$ cat src/rtl/multdiv_unit.sv
// Multi-cycle signed multiply / divide unit: radix-2 shift-add multiply and
// restoring divide on operand magnitudes, sign applied in the DONE cycle.
module multdiv_unit #(
    parameter int WIDTH = 32,
    parameter int ITER  = 32
) (
    input  logic             clock,
    input  logic             reset,
    input  logic [WIDTH-1:0] data_operandA,
    input  logic [WIDTH-1:0] data_operandB,
    input  logic             ctrl_MULT,
    input  logic             ctrl_DIV,
    output logic [WIDTH-1:0] data_result,
    output logic             data_exception,
    output logic             data_resultRDY,
    output logic             busy
);

    localparam int CNT_W = $clog2(ITER);

    typedef enum logic [1:0] {S_IDLE, S_MUL, S_DIV, S_DONE} state_t;

    // Handshake: a start is any edge with ctrl_MULT|ctrl_DIV high (MULT wins);
    // data_resultRDY is a one-cycle pulse and data_result/data_exception hold
    // until the next completion. busy is high whenever state_q is not IDLE.
    state_t             state_q, state_d;
    logic [CNT_W-1:0]   cnt_q;
    logic [WIDTH-1:0]   a_mag_q, b_mag_q, hi_q, lo_q;
    logic               neg_q;
    logic               start, last_iter;
    logic [WIDTH-1:0]   a_abs, b_abs;

    assign start     = ctrl_MULT | ctrl_DIV;
    assign last_iter = (cnt_q == CNT_W'(ITER - 1));
    assign a_abs     = data_operandA[WIDTH-1] ? (~data_operandA + 1'b1) : data_operandA;
    assign b_abs     = data_operandB[WIDTH-1] ? (~data_operandB + 1'b1) : data_operandB;
    assign busy      = (state_q != S_IDLE);

    always_ff @(posedge clock or negedge reset) begin
        if (!reset) state_q <= S_IDLE;
        else        state_q <= state_d;
    end

    always_comb begin
        state_d = state_q;
        case (state_q)
            S_IDLE:       state_d = S_IDLE;
            S_MUL, S_DIV: if (last_iter) state_d = S_DONE;
            S_DONE:       state_d = S_IDLE;
            default:      state_d = S_IDLE;
        endcase
        if (start) state_d = ctrl_MULT ? S_MUL : S_DIV;
    end

    // Shared adder: multiply adds |A| into the high half; divide subtracts
    // |B| from the partial remainder shifted left by one (33-bit operand).
    logic [WIDTH+1:0] add_x, add_y, add_res;
    logic             add_sub;

    always_comb begin
        add_x   = {2'b00, hi_q};
        add_y   = {2'b00, a_mag_q};
        add_sub = 1'b0;
        if (state_q == S_DIV) begin
            add_x   = {1'b0, hi_q, lo_q[WIDTH-1]};
            add_y   = {2'b00, b_mag_q};
            add_sub = 1'b1;
        end
        add_res = add_sub ? (add_x - add_y) : (add_x + add_y);
    end

    logic [WIDTH:0] mul_t;
    logic           div_ge;

    assign mul_t  = lo_q[0] ? add_res[WIDTH:0] : {1'b0, hi_q};
    assign div_ge = ~add_res[WIDTH+1];

    always_ff @(posedge clock or negedge reset) begin
        if (!reset) begin
            cnt_q   <= '0;
            a_mag_q <= '0;
            b_mag_q <= '0;
            hi_q    <= '0;
            lo_q    <= '0;
            neg_q   <= 1'b0;
        end else if (start) begin
            cnt_q   <= '0;
            a_mag_q <= a_abs;
            b_mag_q <= b_abs;
            hi_q    <= '0;
            lo_q    <= ctrl_MULT ? b_abs : a_abs;
            neg_q   <= data_operandA[WIDTH-1] ^ data_operandB[WIDTH-1];
        end else if (state_q == S_MUL) begin
            cnt_q <= cnt_q + 1'b1;
            hi_q  <= mul_t[WIDTH:1];
            lo_q  <= {mul_t[0], lo_q[WIDTH-1:1]};
        end else if (state_q == S_DIV) begin
            cnt_q <= cnt_q + 1'b1;
            hi_q  <= div_ge ? add_res[WIDTH-1:0] : {hi_q[WIDTH-2:0], lo_q[WIDTH-1]};
            lo_q  <= {lo_q[WIDTH-2:0], div_ge};
        end
    end

    // Which operation finished is remembered by the state that preceded DONE.
    logic             was_div_q;
    logic [2*WIDTH-1:0] prod_s;
    logic [WIDTH-1:0] quot_s;
    logic             mul_exc, div_exc, b_zero;

    assign prod_s  = neg_q ? -{hi_q, lo_q} : {hi_q, lo_q};
    assign mul_exc = (prod_s[2*WIDTH-1:WIDTH] != {WIDTH{prod_s[WIDTH-1]}});
    assign quot_s  = neg_q ? -lo_q : lo_q;
    assign b_zero  = (b_mag_q == '0);
    // A positive quotient with the top bit set only arises from MIN / -1.
    assign div_exc = b_zero | (~neg_q & lo_q[WIDTH-1]);

    always_ff @(posedge clock or negedge reset) begin
        if (!reset) begin
            was_div_q      <= 1'b0;
            data_result    <= '0;
            data_exception <= 1'b0;
            data_resultRDY <= 1'b0;
        end else begin
            if (state_q == S_MUL)      was_div_q <= 1'b0;
            else if (state_q == S_DIV) was_div_q <= 1'b1;
            data_resultRDY <= (state_q == S_DONE);
            if (state_q == S_DONE) begin
                if (was_div_q) begin
                    data_result    <= b_zero ? '0 : quot_s;
                    data_exception <= div_exc;
                end else begin
                    data_result    <= prod_s[WIDTH-1:0];
                    data_exception <= mul_exc;
                end
            end
        end
    end

endmodule

$ cat config.mk
export PLATFORM = sky130hd
export DESIGN_NAME = multdiv_unit
export DESIGN_NICKNAME = d
export VERILOG_FILES = /design/src/rtl/multdiv_unit.sv
export SDC_FILE = /design/constraint.sdc
export NUM_CORES = 1
export LEC_CHECK = 0
export BUFFER_PORTS_ARGS = -buffer_cell sky130_fd_sc_hd__buf_2
export CORE_MARGIN = 1.5
export CORE_UTILIZATION = 53
export DETAILED_ROUTE_END_ITERATION = 10
export GPL_TIMING_DRIVEN = 0
export PLACE_DENSITY = 0.74
export SYNTH_ARGS = -nofsm -noshare
export SYNTH_HDL_FRONTEND = slang
export SYNTH_SLANG_ARGS = --single-unit
$ cat constraint.sdc
create_clock -name clock -period 13.1 [get_ports clock]
set_clock_uncertainty 0.2 [all_clocks]
set_input_delay 0.655 -clock clock [delete_from_list [all_inputs] [get_ports clock]]
set_output_delay 0.655 -clock clock [all_outputs]
set_load 0.05 [all_outputs]
==> run_results.csv <==
group,metric,value,unit
status,status,"finished clean",
setup_path,r2r-start,"state_q[0]",
setup_path,cp.required,13.18,ns
setup_path,worst_path_most_repeated_cell,"clkbuf_1",
setup_path,crit_fanout,10,
yosys,yosys_warnings,0,
clock_tree,clkTransAtPathRegs,0.08,ns
clock_tree,cts_setup_buffers,0,
routing,drc,0,
global_routing,antenna_found_initial,0,
setup_path,r2r_setup_slack,2.92,ns
global_routing,grt_pass1_vias,13900,
cells_and_area,drive_above_1_share,10.1,%
clock_tree,insertion_delay,0.45,ns
sta,worst_pin_slew,1.01,ns
sta,fin_setup_tns,0,ns
global_routing,use_met1,48.5,%
clock_tree,htree_num_levels,4,
routing,avgViaCountPerCell,6.61,
yosys,avgSynthCellArea,8.00,um^2
sta,setup_viol,0,
yosys,synthDistinctLibCells,77,
setup_path,startpoint,"state_q[0]",
clock_tree,clockBufferDepth,2,
pwr,p_comb_share,41.6,%
place,numPortBuffers,101,
setup_path,crit_family,"buffers and inverters",
job,max-cap-violations,0,
global_routing,grt_pass1_wl,79.0,mm
setup_path,critPathKind,"reg -> reg",
setup_path,worst-path-buf-inv,9,
global_routing,use_met2,55.8,%
setup_path,cp_data_arrival_time,10.26,ns
yosys,ys_seq_area_share,29.9,%
yosys,synth.largest_area_cell,"dfrtp_1",
floorplan,row_count,59,
pwr,internal_power,0.00115,W
yosys,yosys-top-cells-area,"dfrtp_1 30%, xor2_1 6.8%, a21oi_1 5.8%",
cells_and_area,area_growth_syn_to_layout,11.2,%
routing,antenna_left,0,
routing,wirelength,51.5,mm
place,hpwlAfterDp,40.9,mm
floorplan,core-area,26300,um^2
yosys,yosysMostFrequentCell,"nor2_1",
setup_path,max_stage_delay,0.73,ns
routing,post_drt_wl_per_cell,22.8,um
clock_tree,cts.sinks,171,
pwr,seqPwrFrac,32.7,%
min_path,hold_path_class,"in -> async",
sta,slew_headroom,32.1,%
sta,hold_viol,0,
sta,fin_crit_sh,77.7,%
pwr,p_sw_share,45.0,%
yosys,synth_top_area_share,29.9,%
floorplan,dieArea,28000,um^2
global_routing,track_usage,36.7,%
setup_path,r2r_cells,28,
yosys,syn-num-nets,1899,
sta,period_needed,10.18,ns
clock_tree,cts_root_buffer,"clkbuf_16",
setup_path,critPathCaptureType,"register",
clock_tree,cts_buffers,17,
global_routing,use_met3,8.39,%
pwr,ir_worst_vdd,0.0000816,V
floorplan,io_pins,103,
yosys,ys_ff_latch,171,
setup_path,endpoint,"hi_q[12]",
clock_tree,cts_hold_buf,0,
yosys,synthCells,1788,
pwr,power.density,132,nW/um^2
floorplan,die_h,167,um
floorplan,start_util,54.4,%
clock_tree,cts_tree,"yes",
place,place_congestion,1.05,
yosys,synth_commonest_cells,"205 x nor2_1, 171 x dfrtp_1, 167 x a21oi_1, 129 x nand2_1, 111 x xor2_1",
sta,rsz0062_at_grt,"no",
cells_and_area,diodes,0,
floorplan,die_x,167,um
yosys,synth_area,14300,um^2
global_routing,grt-busiest-layer,"met2",
pwr,p_clk_share,25.7,%
yosys,ys_async_sr_fraction,100,%
yosys,synth_edf_count,0,
setup_path,rr_endpoint,"hi_q[12]",
cells_and_area,nNetsFinal,2020,
setup_path,worst-path-stages,28,
global_routing,overflow,0,
pwr,switchingPower,0.000945,W
sta,max_freq,98.2,MHz
clock_tree,ctsResizeCount,0,
setup_path,cp_slowest_cell,"xnor2_1",
routing,vias,14900,
sta,slew_violations,0,
routing,dr.first_iter.drc_count,1784,
global_routing,grt_max_degree,99,
setup_path,cp-start-kind,"register",
yosys,synthFlopType,"dfrtp_1",
pwr,p_leak,6.68,nW
sta,timing.hold.ws,0.00230,ns
routing,dr.pass1.iters,7,
==> per-stage QoR <==
step | utilization, % | total power [W] | instance area [um^2] | instances | worst slack, ns
after global routing | 60.5 | 0.00219 | 15900 | 2257 | 2.59
after global placement | 58.0 | 0.00152 | 15200 | 2224 | 3.30
after floorplan | - | 0.00128 | 14300 | 1788 | 5.90
after CTS | 60.5 | 0.00207 | 15900 | 2257 | 3.26
after detailed placement | 58.1 | 0.00154 | 15300 | 2225 | 3.31
final | 60.5 | 0.00210 | 15900 | 2257 | 2.92
==> final cells by class <==
class	count	area [um^2]
well taps	335	419
plain buffers	140	548
clock inverters	15	213
flip-flops and latches	171	4280
repair buffers	102	543
clock buffers	17	425
fillers	2394	10400
inverters	68	255
multi-input cells	1409	9230
==> sequential cells by signal, summed over array words and instances (netlist names) <==
signal          flops
hi_q               32
a_mag_q            32
lo_q               32
data_resultRDY      1
was_div_q           1
state_q             2
neg_q               1
cnt_q               5
data_exception      1
b_mag_q            32
data_result        32
==> worst min-delay path by stage <==
stage	from	slack, ns	to
detailed placement	a_mag_q[0]	0.30	a_mag_q[0]
finish	reset	0.002	b_mag_q[19]
floorplan	reset	0.16	a_mag_q[0]
global placement	a_mag_q[0]	0.30	a_mag_q[0]
global route	reset	0.06	b_mag_q[18]
CTS	reset	0.06	b_mag_q[18]
==> cell usage in the layout (no fill, tap or decap), drive strengths merged, types with 23 or more instances in the layout <==
master / netlist / routed
nor2: 205 / 205
dfrtp: 171 / 171
a21oi: 167 / 167
clkbuf: 113 / 130
nand2: 129 / 129
buf: 27 / 129
xor2: 111 / 111
o21ai: 101 / 101
inv: 67 / 73
mux2i: 70 / 70
o22ai: 55 / 55
xnor2: 55 / 55
nor3: 43 / 43
ha: 42 / 42
o31ai: 32 / 32
mux2: 31 / 31
nor4: 31 / 31
o221ai: 23 / 23
==> power by group through the flow <==
stage | logic, W | clock network, W | registers [W]
floorplan | 0.000503 | 0 | 0.000780
global placement | 0.000832 | 0 | 0.000691
detailed placement | 0.000849 | 0 | 0.000693
CTS | 0.000852 | 0.000538 | 0.000683
global route | 0.000936 | 0.000562 | 0.000694
finish | 0.000873 | 0.000540 | 0.000687
==> metal layers <==
layer / wire, um / vias up / share of wire (%)
met2: 22200 / 891 / 43
met5: 0 / - / 0
met4: 3030 / 0 / 5.9
met3: 5460 / 160 / 11
li1: - / 6797 / -
met1: 20900 / 7068 / 41
==> cell families (layout without fill, tap and decap cells) <==
kind of cell | Yosys count | count (layout) | synth area share (%)
buf+inv | 208 | 342 | 5.62
xor+xnor | 166 | 166 | 10.2
compound gates | 538 | 538 | 24.2
mux | 101 | 101 | 7.34
simple gates | 561 | 561 | 19.0
fa+ha+maj | 43 | 43 | 3.81
flops | 171 | 171 | 29.9
Note: power is estimated with default switching activity, not from simulation.
